$ cat src/rtl/mlp_pkg.sv
// Shared types and helpers for the sequential MLP engine: FSM states,
// accumulator sizing, saturation/ReLU classification and weight addressing.
package mlp_pkg;

  typedef enum logic [2:0] {
    S_IDLE,
    S_MAC,
    S_WRITE,
    S_NEXT,
    S_DONE
  } state_e;

  typedef enum logic [1:0] {
    SAT_PASS,
    SAT_HI,
    SAT_LO,
    SAT_ZERO
  } sat_e;

  function automatic int acc_size(input int data_size);
    return 2 * data_size + 4;
  endfunction

  // Classifies a (sign-extended) value against a dw-bit signed range.
  function automatic sat_e sat_relu(input logic signed [63:0] v, input int dw,
                                    input logic relu);
    logic signed [63:0] hi;
    logic signed [63:0] lo;
    hi = (64'sd1 <<< (dw - 1)) - 64'sd1;
    lo = -(64'sd1 <<< (dw - 1));
    if (relu && (v < 64'sd0)) return SAT_ZERO;
    if (v > hi) return SAT_HI;
    if (v < lo) return SAT_LO;
    return SAT_PASS;
  endfunction

  function automatic int wt_index(input int layer, input int row, input int col,
                                  input int max_cr);
    return layer * max_cr * max_cr + row * max_cr + col;
  endfunction

endpackage

$ cat src/rtl/mlp_seq_engine_if.sv
// Handshake, configuration and weight-write bus of the sequential MLP engine.
interface mlp_seq_engine_if #(
  parameter int DATA_SIZE        = 8,
  parameter int NUM_LAYERS       = 2,
  parameter int MAX_COL_ROWS     = 9,
  parameter int MAX_COL_ROW_BITS = 6,
  parameter int WT_ADDR_WIDTH    = 8
);
  logic                                        new_data;
  logic                                        in_ready;
  logic [MAX_COL_ROWS-1:0][DATA_SIZE-1:0]      input_data;
  logic [NUM_LAYERS-1:0][MAX_COL_ROW_BITS-1:0] all_rows_sizes;
  logic [NUM_LAYERS-1:0][MAX_COL_ROW_BITS-1:0] all_cols_sizes;
  logic                                        wt_we;
  logic [WT_ADDR_WIDTH-1:0]                    wt_addr;
  logic [DATA_SIZE-1:0]                        wt_data;
  logic                                        output_ready;
  logic                                        out_taken;
  logic [MAX_COL_ROWS-1:0][DATA_SIZE-1:0]      mlp_output;
  logic                                        cfg_err;

  modport master (
    output new_data, input_data, all_rows_sizes, all_cols_sizes,
           wt_we, wt_addr, wt_data, out_taken,
    input  in_ready, output_ready, mlp_output, cfg_err
  );

  modport slave (
    input  new_data, input_data, all_rows_sizes, all_cols_sizes,
           wt_we, wt_addr, wt_data, out_taken,
    output in_ready, output_ready, mlp_output, cfg_err
  );
endinterface

$ cat src/rtl/mlp_mac_lane.sv
// One signed multiply-accumulate lane; the product is sign-extended to ACC_SIZE.
module mlp_mac_lane #(
  parameter int DATA_SIZE = 8,
  parameter int ACC_SIZE  = 20
) (
  input  logic                        clk,
  input  logic                        rst,
  input  logic                        clr,
  input  logic                        en,
  input  logic signed [DATA_SIZE-1:0] a,
  input  logic signed [DATA_SIZE-1:0] w,
  output logic signed [ACC_SIZE-1:0]  acc
);
  logic signed [2*DATA_SIZE-1:0] prod;
  logic signed [ACC_SIZE-1:0]    acc_q;

  assign prod = $signed({{DATA_SIZE{a[DATA_SIZE-1]}}, a}) *
                $signed({{DATA_SIZE{w[DATA_SIZE-1]}}, w});

  always_ff @(posedge clk) begin
    if (rst || clr) acc_q <= '0;
    else if (en) acc_q <= acc_q + {{(ACC_SIZE-2*DATA_SIZE){prod[2*DATA_SIZE-1]}}, prod};
  end

  assign acc = acc_q;
endmodule

$ cat src/rtl/mlp_seq_engine.sv
// Time-multiplexed MLP core: NUM_LANES MAC lanes sweep rows of each layer.
// state | meaning: IDLE wait/accept, MAC one column per cycle, WRITE store lane
// results, NEXT swap activation buffers, DONE hold output until taken.
module mlp_seq_engine import mlp_pkg::*; #(
  parameter int DATA_SIZE        = 8,
  parameter int NUM_LAYERS       = 2,
  parameter int MAX_COL_ROWS     = 9,
  parameter int MAX_COL_ROW_BITS = 6,
  parameter int LAYER_BITS       = 2,
  parameter int NUM_LANES        = 1,
  parameter int ACC_SIZE         = acc_size(DATA_SIZE),
  parameter int FRAC_BITS        = 0,
  parameter int WT_ADDR_WIDTH    = 8
) (
  input logic             clk,
  input logic             rst,
  mlp_seq_engine_if.slave bus
);
  typedef logic [MAX_COL_ROWS-1:0][DATA_SIZE-1:0] vec_t;

  state_e                                      state_q;
  logic [LAYER_BITS-1:0]                       layer_q;
  logic [MAX_COL_ROW_BITS-1:0]                 col_q, rowbase_q;
  logic [NUM_LAYERS-1:0][MAX_COL_ROW_BITS-1:0] rows_q, cols_q;
  vec_t                                        act_q, nxt_q, nxt_d, out_q;
  logic                                        in_ready_q, out_valid_q, cfg_err_q;
  logic [DATA_SIZE-1:0]                        wmem [2**WT_ADDR_WIDTH];

  logic                        cfg_ok, last_layer, mac_en, lane_clr;
  logic [MAX_COL_ROW_BITS-1:0] cur_rows, cur_cols, next_rowbase;
  logic signed [ACC_SIZE-1:0]  acc      [NUM_LANES];
  logic                        lane_act [NUM_LANES];
  logic [MAX_COL_ROW_BITS-1:0] lane_row [NUM_LANES];
  logic [DATA_SIZE-1:0]        res      [NUM_LANES];

  assign cur_rows     = rows_q[layer_q];
  assign cur_cols     = cols_q[layer_q];
  assign next_rowbase = rowbase_q + MAX_COL_ROW_BITS'(NUM_LANES);
  assign last_layer   = (layer_q == LAYER_BITS'(NUM_LAYERS - 1));
  assign mac_en       = (state_q == S_MAC);
  assign lane_clr     = (state_q == S_WRITE);

  always_comb begin
    cfg_ok = 1'b1;
    for (int l = 0; l < NUM_LAYERS; l++) begin
      if (bus.all_rows_sizes[l] == '0 || bus.all_cols_sizes[l] == '0 ||
          bus.all_rows_sizes[l] > MAX_COL_ROW_BITS'(MAX_COL_ROWS) ||
          bus.all_cols_sizes[l] > MAX_COL_ROW_BITS'(MAX_COL_ROWS)) cfg_ok = 1'b0;
    end
    for (int l = 1; l < NUM_LAYERS; l++) begin
      if (bus.all_cols_sizes[l] != bus.all_rows_sizes[l-1]) cfg_ok = 1'b0;
    end
  end

  // Weight store is deliberately outside reset so weights survive an abort.
  always_ff @(posedge clk) begin
    if (bus.wt_we && in_ready_q) wmem[bus.wt_addr] <= bus.wt_data;
  end

  for (genvar k = 0; k < NUM_LANES; k++) begin : g_lane
    logic signed [ACC_SIZE-1:0] sh;
    sat_e                       sel;

    assign lane_row[k] = rowbase_q + MAX_COL_ROW_BITS'(k);
    assign lane_act[k] = (lane_row[k] < cur_rows);

    mlp_mac_lane #(.DATA_SIZE(DATA_SIZE), .ACC_SIZE(ACC_SIZE)) u_lane (
      .clk (clk),
      .rst (rst),
      .clr (lane_clr),
      .en  (mac_en && lane_act[k]),
      .a   ($signed(act_q[col_q])),
      .w   ($signed(wmem[WT_ADDR_WIDTH'(wt_index(int'(layer_q), int'(lane_row[k]),
                                                 int'(col_q), MAX_COL_ROWS))])),
      .acc (acc[k])
    );

    assign sh  = acc[k] >>> FRAC_BITS;
    assign sel = sat_relu({{(64-ACC_SIZE){sh[ACC_SIZE-1]}}, sh}, DATA_SIZE, !last_layer);
    assign res[k] = (sel == SAT_PASS) ? sh[DATA_SIZE-1:0] :
                    (sel == SAT_HI)   ? {1'b0, {(DATA_SIZE-1){1'b1}}} :
                    (sel == SAT_LO)   ? {1'b1, {(DATA_SIZE-1){1'b0}}} : '0;
  end

  always_comb begin
    nxt_d = nxt_q;
    for (int k = 0; k < NUM_LANES; k++) begin
      if (lane_act[k]) nxt_d[lane_row[k]] = res[k];
    end
  end

  always_ff @(posedge clk) begin
    if (rst) begin
      state_q     <= S_IDLE;
      in_ready_q  <= 1'b1;
      out_valid_q <= 1'b0;
      cfg_err_q   <= 1'b0;
      out_q       <= '0;
      act_q       <= '0;
      nxt_q       <= '0;
      rows_q      <= '0;
      cols_q      <= '0;
      layer_q     <= '0;
      col_q       <= '0;
      rowbase_q   <= '0;
    end else begin
      cfg_err_q <= 1'b0;
      unique case (state_q)
        S_IDLE: if (bus.new_data) begin
          if (cfg_ok) begin
            rows_q <= bus.all_rows_sizes;
            cols_q <= bus.all_cols_sizes;
            for (int i = 0; i < MAX_COL_ROWS; i++)
              act_q[i] <= (i < int'(bus.all_cols_sizes[0])) ? bus.input_data[i] : '0;
            nxt_q      <= '0;
            layer_q    <= '0;
            col_q      <= '0;
            rowbase_q  <= '0;
            in_ready_q <= 1'b0;
            state_q    <= S_MAC;
          end else begin
            cfg_err_q <= 1'b1;
          end
        end
        S_MAC: begin
          if (col_q == cur_cols - 1'b1) begin
            col_q   <= '0;
            state_q <= S_WRITE;
          end else begin
            col_q <= col_q + 1'b1;
          end
        end
        S_WRITE: begin
          nxt_q <= nxt_d;
          if (next_rowbase < cur_rows) begin
            rowbase_q <= next_rowbase;
            state_q   <= S_MAC;
          end else if (last_layer) begin
            out_q       <= nxt_d;
            out_valid_q <= 1'b1;
            state_q     <= S_DONE;
          end else begin
            rowbase_q <= '0;
            state_q   <= S_NEXT;
          end
        end
        S_NEXT: begin
          for (int i = 0; i < MAX_COL_ROWS; i++)
            act_q[i] <= (i < int'(cur_rows)) ? nxt_q[i] : '0;
          nxt_q   <= '0;
          layer_q <= layer_q + 1'b1;
          state_q <= S_MAC;
        end
        S_DONE: if (bus.out_taken) begin
          out_valid_q <= 1'b0;
          in_ready_q  <= 1'b1;
          state_q     <= S_IDLE;
        end
        default: state_q <= S_IDLE;
      endcase
    end
  end

  assign bus.in_ready     = in_ready_q;
  assign bus.output_ready = out_valid_q;
  assign bus.mlp_output   = out_q;
  assign bus.cfg_err      = cfg_err_q;
endmodule

$ cat src/flat_wrapper.sv
// flat-port wrapper written by rule: the top's interface ports become plain ports
module mlp_seq_engine_flat import mlp_pkg::*;
#(
  parameter int DATA_SIZE        = 8,
  parameter int NUM_LAYERS       = 2,
  parameter int MAX_COL_ROWS     = 9,
  parameter int MAX_COL_ROW_BITS = 6,
  parameter int LAYER_BITS       = 2,
  parameter int NUM_LANES        = 1,
  parameter int ACC_SIZE         = acc_size(DATA_SIZE),
  parameter int FRAC_BITS        = 0,
  parameter int WT_ADDR_WIDTH    = 8
)
  (clk, rst, bus_new_data, bus_input_data, bus_all_rows_sizes, bus_all_cols_sizes, bus_wt_we, bus_wt_addr, bus_wt_data, bus_out_taken, bus_in_ready, bus_output_ready, bus_mlp_output, bus_cfg_err);
  mlp_seq_engine_if #(.DATA_SIZE(DATA_SIZE), .NUM_LAYERS(NUM_LAYERS), .MAX_COL_ROWS(MAX_COL_ROWS), .MAX_COL_ROW_BITS(MAX_COL_ROW_BITS), .WT_ADDR_WIDTH(WT_ADDR_WIDTH)) bus_i ();
  input logic clk;
  input logic rst;
  input wire logic [$bits(bus_i.new_data)-1:0] bus_new_data;
  input wire logic [$bits(bus_i.input_data)-1:0] bus_input_data;
  input wire logic [$bits(bus_i.all_rows_sizes)-1:0] bus_all_rows_sizes;
  input wire logic [$bits(bus_i.all_cols_sizes)-1:0] bus_all_cols_sizes;
  input wire logic [$bits(bus_i.wt_we)-1:0] bus_wt_we;
  input wire logic [$bits(bus_i.wt_addr)-1:0] bus_wt_addr;
  input wire logic [$bits(bus_i.wt_data)-1:0] bus_wt_data;
  input wire logic [$bits(bus_i.out_taken)-1:0] bus_out_taken;
  output wire logic [$bits(bus_i.in_ready)-1:0] bus_in_ready;
  output wire logic [$bits(bus_i.output_ready)-1:0] bus_output_ready;
  output wire logic [$bits(bus_i.mlp_output)-1:0] bus_mlp_output;
  output wire logic [$bits(bus_i.cfg_err)-1:0] bus_cfg_err;
  assign bus_i.new_data = bus_new_data;
  assign bus_i.input_data = bus_input_data;
  assign bus_i.all_rows_sizes = bus_all_rows_sizes;
  assign bus_i.all_cols_sizes = bus_all_cols_sizes;
  assign bus_i.wt_we = bus_wt_we;
  assign bus_i.wt_addr = bus_wt_addr;
  assign bus_i.wt_data = bus_wt_data;
  assign bus_i.out_taken = bus_out_taken;
  assign bus_in_ready = bus_i.in_ready;
  assign bus_output_ready = bus_i.output_ready;
  assign bus_mlp_output = bus_i.mlp_output;
  assign bus_cfg_err = bus_i.cfg_err;
  mlp_seq_engine #(.DATA_SIZE(DATA_SIZE), .NUM_LAYERS(NUM_LAYERS), .MAX_COL_ROWS(MAX_COL_ROWS), .MAX_COL_ROW_BITS(MAX_COL_ROW_BITS), .LAYER_BITS(LAYER_BITS), .NUM_LANES(NUM_LANES), .ACC_SIZE(ACC_SIZE), .FRAC_BITS(FRAC_BITS), .WT_ADDR_WIDTH(WT_ADDR_WIDTH)) u_core (.clk(clk), .rst(rst), .bus(bus_i));
endmodule
$ cat config.mk
export PLATFORM = sky130hd
export DESIGN_NAME = mlp_seq_engine_flat
export DESIGN_NICKNAME = d
export VERILOG_FILES = /design/src/rtl/mlp_pkg.sv /design/src/rtl/mlp_seq_engine_if.sv /design/src/rtl/mlp_mac_lane.sv /design/src/rtl/mlp_seq_engine.sv /design/src/flat_wrapper.sv
export SDC_FILE = /design/constraint.sdc
export NUM_CORES = 2
export LEC_CHECK = 0
export BUFFER_PORTS_ARGS = -buffer_cell sky130_fd_sc_hd__buf_2
export CAP_MARGIN = 5
export CORE_UTILIZATION = 63
export CTS_CLUSTER_DIAMETER = 50
export DETAILED_ROUTE_END_ITERATION = 6
export HOLD_SLACK_MARGIN = 0.12
export PLACE_DENSITY = 0.82
export SLEW_MARGIN = 20
export SYNTH_ARGS = -nofsm -noshare
export SYNTH_HDL_FRONTEND = slang
export SYNTH_SLANG_ARGS = --single-unit
$ cat constraint.sdc
create_clock -name clk -period 11.9 [get_ports clk]
set_input_delay 2.38 -clock clk [delete_from_list [all_inputs] [get_ports clk]]
set_output_delay 2.38 -clock clk [all_outputs]
set_load 0.02 [all_outputs]
Word-level counts from Yosys, hierarchy flattened. Memory sizes are Yosys's and may differ from the RTL's. Cells that the tools add are included.

Bits in registers: 280. Bits in latches: 0. Bits in writable memories: 2048. Bits in read-only memories: 0. Output and inout bits: 75. Word-level logic and storage cells: 215. Memories kept: 1.

Memory list: u_core.wmem (words 256, width 8, read ports 1, clocked after memory_dff 0, write ports 1, RTL line mlp_seq_engine.sv:27) `logic [DATA_SIZE-1:0] wmem [2**WT_ADDR_WIDTH];`.

$add $sub $neg: 7. $mul: 4. Div/mod/pow operators: 0. $lt $le $gt $ge: 31. Eq/ne operators: 16. Shift-type cells: 0. Muxes and demuxes: 80. Bitwise operators: 3. Reduce and logical (&&, ||, !) cells: 34.

Operator list (number): $mux W72 (5); $pmux W72 S3 (1); $mux W8 (23); $pmux W72 S2 (1); $bwmux W72 (1); $mux W6 (9); $lt A3 B6 Y1 const A (8); $bmux W8 S4 (1); $demux W8 S4 (1); $mul A32 B5 Y8 const B (1); $gt A6 B4 Y1 const B (4); $logic_not A6 Y1 (4); $lt A1 B6 Y1 const A (4); $lt A2 B6 Y1 const A (4); $pmux W6 S2 (2); $add A20 B20 Y20 (1); $gt A20 B8 Y1 const B (1); $lt A20 B1 Y1 const B (1); $lt A20 B8 Y1 const B (1); $mux W1 (18); $mux W3 (6); $mul A8 B8 Y16 (1); $mux W2 (8); $reduce_and A4 Y1 (4); 35 further kinds (65).

Longest topological paths before layout.
Depth in word-level cells: 17. Gate-level depth with buffers: 44. Mapped depth without buffers: 40.

Modules after synthesis. A second synthesis with hierarchy kept.

Cells, all modules: 5311. Area total of the unflattened synthesis: 96216.0 um^2.

Modules (own cells, without submodules): mlp_seq_engine (instances 1, cells an instance 4815, area an instance 91930.7 um^2); mlp_mac_lane (instances 1, cells an instance 496, area an instance 4285.4 um^2).

Least setup slack after synthesis. OpenSTA, ideal clock, no wires.

Path kind: register -> register. Start: reg u_core.rowbase_q[4]. End: reg u_core.g_lane[0].u_lane.acc_q[19]. Library setup time: 72 ps. Data arrival time: 9635 ps. Setup slack: 2194 ps. Stages on the path, launching flop included: 41. Path buffers: 3. Clock period less this slack: 9706 ps. Cell sequence: dfxtp_1 -> ha_1 -> ha_1 -> inv_1 -> fa_1 -> fa_1 -> inv_1 -> fa_1 -> ha_1 -> inv_1 -> xnor2_1 -> clkbuf_1 -> buf_2 -> mux2i_1 -> mux2i_1 -> mux2_2 -> or2_2 -> fa_1 -> (+5 left out) -> inv_1 -> ha_1 -> a21oi_1 -> o21bai_1 -> a21oi_1 -> o21bai_1 -> a21oi_1 -> xnor2_1 -> ha_1 -> clkbuf_1 -> a21oi_1 -> o21bai_1 -> a21oi_1 -> nand4_1 -> a31oi_1 -> o21ai_0 -> mux2i_1 -> mux2i_1.

Word-level cells in the longest chain between the ends: 6. Elaborated cells between the ends (all ways): 8. Classes of those cells: add/sub: 3; mul: 2; order compare: 1; reduce/logical: 1; memory: 1.

RTL lines: start, declared (RTL line mlp_seq_engine.sv:23) `logic [MAX_COL_ROW_BITS-1:0] col_q, rowbase_q;`; start signal, assigned (RTL line mlp_seq_engine.sv:136) `rowbase_q <= next_rowbase;`; $mul A6 B4 Y8 (RTL line mlp_pkg.sv:39) `return layer * max_cr * max_cr + row * max_cr + col;`; $add A8 B8 Y8 (RTL line mlp_pkg.sv:39); $add A8 B7 Y8 (RTL line mlp_pkg.sv:39); $mem_v2 Z256 W8; $mul A8 B8 Y16 (RTL line mlp_mac_lane.sv:17) `assign prod = $signed({{DATA_SIZE{a[DATA_SIZE-1]}}, a}) *`; $add A20 B20 Y20 (RTL line mlp_mac_lane.sv:22) `else if (en) acc_q <= acc_q + {{(ACC_SIZE-2*DATA_SIZE){prod[2*DATA_SIZE-1]}}, prod};`; end signal, assigned (RTL line mlp_mac_lane.sv:22); end, declared (RTL line mlp_mac_lane.sv:15) `logic signed [ACC_SIZE-1:0] acc_q;`.

Several ways; a longest one is shown, not always the timed one. A chain may end at the register's enable or synchronous reset.

Worst setup path after layout.
Start: reg u_core.rowbase_q[3]. End: reg u_core.g_lane[0].u_lane.acc_q[19].

The elaborated chain is that of the path after synthesis.

==> summary.txt <==
Clock tree
  – Clk pin slew, worst setup/hold paths: 60 ps
  – Hold-fix buffers at CTS: 0
  – Clock Tree Buf Depth: 3
  – CTS buffer count: 219
  – Cts repair resizes: 0
  – H-tree depth: 4
  – CTS Sinks: 2,328
  – Clock tree from TritonCTS: yes
  – Setup Fix Bufs, Post-CTS: 0
  – Clock root cell: clkbuf_16
  – Worst-skew pair later-pin latency: 890 ps

Drt
  – M1 WL: 90,940 um
  – Avg Vias per Cell: 7.084
  – Met2 wire length: between 100,000 and 150,000 um
  – Routed length on met3: 32,540 um
  – Vias: 57,210
  – Highest metal used: met5
  – DRC violations left: 26
  – DR WL/cell: 32.76 um
  – Post-Route WL: 264,600 um
  – Final ANT Viol Nets: 0
  – DR pass1 iterations: 7
  – DR iter-0 viols: 8,345

Pwr
  – Comb pwr share: 1.5%
  – Flop pwr share: 54.7%
  – Leak: 33.61 nW
  – Clock power frac: 43.7%
  – VDD IR max: around 0.16 mV
  – Pwr per Cell Area: around 150 nW/um^2
  – Internal: 12.91 mW
  – Sw Share: about a fifth
  – Sw power: 3.321 mW

Global route
  – Vias in the first global route: 56,320
  – Global-route wire length before repair: roughly 380,000 um
  – Total track usage: 33.97%
  – GRT overflow: 0
  – Largest net degree at the start of global routing: 176
  – Initial antenna violation count: 13

Logic synthesis
  – Number of enable flip-flop cells after synthesis: 2,048
  – Synth top cells by count: edfxtp_1, mux4_2, nor2_1, dfxtp_1, a21oi_1
  – Syn_nets: 5,939
  – Syn Area/Cell: 17.13 sq um
  – Top post-synthesis cells by area: edfxtp_1, mux4_2, dfxtp_1, mux2i_1, nor2_1
  – Flops & latches, synth: 2,328
  – Cell area after synthesis: about 97,000 sq um
  – Count of different cell masters after synthesis: 73
  – Area share of the largest cell type after synthesis: a little under two thirds
  – Most frequent cell after synthesis: edfxtp_1
  – Post-synth ARST share: 0%
  – Ys flop type: edfxtp_1
  – Synth warn: 0
  – Yosys top cell by area: edfxtp_1
  – Sequential share of the synthesized area: 69.13%
  – Cell count after synthesis: approximately 5,700

Worst setup path
  – CP Data Required Time: 12,650 ps
  – Reg2Reg Setup Slack: 550 ps
  – Crit path top cell by count: ha_1
  – Critical path's slowest cell: xor2_4
  – Reg-to-Reg Start: u_core.rowbase_q[3]
  – Crit Path Category: reg2reg
  – R2r worst-path depth: 37
  – Max FO, Critical Path: 18
  – Setup crit end kind: flop
  – CP max stage delay: 840 ps
  – R2R Path End: u_core.g_lane[0].u_lane.acc[19]
  – CP startpoint kind: flop
  – Worst EP arrival: approximately 12,000 ps

Place
  – Gpl congestion: 0.9373
  – PortBufs: 191
  – DP HPWL: 153,100 um
  – DP Cell Count: 7,657

Status
  – Status: finished, violations left
  – Violated checks: design-rule violations

Final layout
  – Layout Nets: about 6,000
  – Share of layout cells above drive strength 1: between 20 and 25%
  – Final core occ: 70.54%
  – Fillers: 8,923
  – Post-Layout Cell Count: roughly 8,100
  – Synthesis-to-finish area growth: 10.78%

STA
  – RSZ-0062 raised after global routing: false
  – # setup viols final: 0
  – Fraction of the cycle the final worst path needs: between 90 and 100%
  – Setup TNS Final: 0 ps
  – Worst-margin pin slew: 1237 ps
  – Slew headroom: 17.38%
  – Final Hold Fails: 0
  – Fin. max-slew vios: 0
  – Fmax: 88.09 MHz
  – Post-layout minimum cycle time: ~11,000 ps
  – Clock Skew: 69.00 ps

Job
  – Max cap viols: 0

Floorplan
  – Core Rows: 143
  – DIE AREA: 155,700 sq um
  – Core Area: 152,400 sq um
  – Chip width: 394.5 um
  – Initial Util: 63.68%
  – I/O pin cnt: 192
  – Die height: just under 400 um

Hold path
  – WHS Endpoint: u_core.bus.mlp_output[52]
  – Hold crit path type: reg2reg
  – Hold depth: 2
  – HP Start: u_core.bus.mlp_output[52]
## placed cells by master, fill, tap and decap left out, drive strengths merged, types with 10 or more instances in the layout
master / count
edfxtp: 2048
mux4: 557
nor2: 467
buf: 310
clkbuf: 299
dfxtp: 280
a21oi: 261
nand2: 256
mux2i: 220
a211oi: 133
nand3: 131
o21ai: 129
inv: 126
ha: 90
a22oi: 88
o211ai: 85
clkinv: 80
fa: 64
xnor2: 47
nor2b: 40
a221oi: 38
nor3: 33
and2: 25
bufinv: 22
nand4: 19
xor2: 17
nand2b: 15
o211a: 13
a21o: 11
diode: 10
nor4: 10
mux2: 10
or2: 10
## routing by layer
| metal | GRT usage, % | up-vias |
|---|---|---|
| met5 | 0 | - |
| met4 | 16.42 | 12 |
| met3 | 8.344 | 897 |
| met2 | 53.54 | 4604 |
| met1 | 44.83 | 28840 |
| li1 | - | 22850 |
## worst max-delay path, delay by kind of cell (launching register included)
kind            cells  cell delay (ps)
compound gates     13             2890
xor+xnor            2             1000
fa+ha+maj          11             4330
buf+inv             6              530
flops               1              530
mux                 3              980
simple gates        2              970
## logic make-up after synthesis
kind of cell | count (synthesis) | share of synthesized area (%)
AND/OR/NAND/NOR | 1035 | 4.636
AO/OA/AOI/OAI | 825 | 5.517
multiplexers | 787 | 15.31
adder cells (fa/ha/maj) | 154 | 2.480
buffers and inverters | 475 | 2.348
XOR/XNOR | 64 | 0.5774
flip-flops | 2328 | 69.13
## area by class of cell
class	count	area (sq um)	area share (%)
clock buffers	294	5918	5.503
diodes	10	25.02	0.02327
well taps	2030	2540	2.362
repair buffers	315	2261	2.102
inverters	121	454.2	0.4224
flip-flops and latches	2328	67100	62.40
multi-input cells	2865	27880	25.92
clock inverters	112	1355	1.260
## registers in the layout (all words and copies together) (netlist names)
name / count
u_core.wmem: 2048
u_core.act_q: 72
u_core.bus.mlp_output: 72
u_core.nxt_q: 72
u_core.g_lane.u_lane.acc: 20
u_core.cols_q: 12
u_core.rows_q: 12
u_core.col_q: 6
u_core.rowbase_q: 6
u_core.state_q: 3
u_core.layer_q: 2
u_core.bus.cfg_err: 1
u_core.bus.in_ready: 1
u_core.bus.output_ready: 1
## per-stage QoR
| stage | area (sq um) | hold slack (ps) | worst slack [ps] | power (mW) |
|---|---|---|---|---|
| finish | 107500 | 447.6 | 547.6 | 16.23 |
| global route | 107500 | 459.7 | 74.90 | 16.53 |
| CTS | 107400 | 448.9 | 743.4 | 16.23 |
| detailed placement | 100200 | 442.0 | 875.8 | 9.294 |
| global placement | 100100 | 435.9 | 562.2 | 9.280 |
| floorplan | 97070 | 429.1 | 2194 | 9.112 |
## worst max-delay path by stage
stage	from	to	slack (ps)	depth (start not counted)
floorplan	u_core.rowbase_q[4]	u_core.g_lane[0].u_lane.acc[19]	2190	40
global placement	u_core.rowbase_q[4]	u_core.g_lane[0].u_lane.acc[19]	560	37
detailed placement	u_core.rowbase_q[3]	u_core.g_lane[0].u_lane.acc[19]	880	37
CTS	u_core.rowbase_q[3]	u_core.g_lane[0].u_lane.acc[19]	740	37
global route	u_core.rowbase_q[3]	u_core.g_lane[0].u_lane.acc[19]	70	37
finish	u_core.rowbase_q[3]	u_core.g_lane[0].u_lane.acc[19]	550	37
## power groups by stage
stage	registers (mW)	logic [mW]	clock network, mW
after detailed placement	9.06	0.233	0
after global routing	8.88	0.251	7.40
final	8.88	0.246	7.10
after floorplan	9.06	0.0533	0
after CTS	8.89	0.235	7.11
after global placement	9.06	0.221	0
Note: power is estimated with default switching activity, not from simulation.
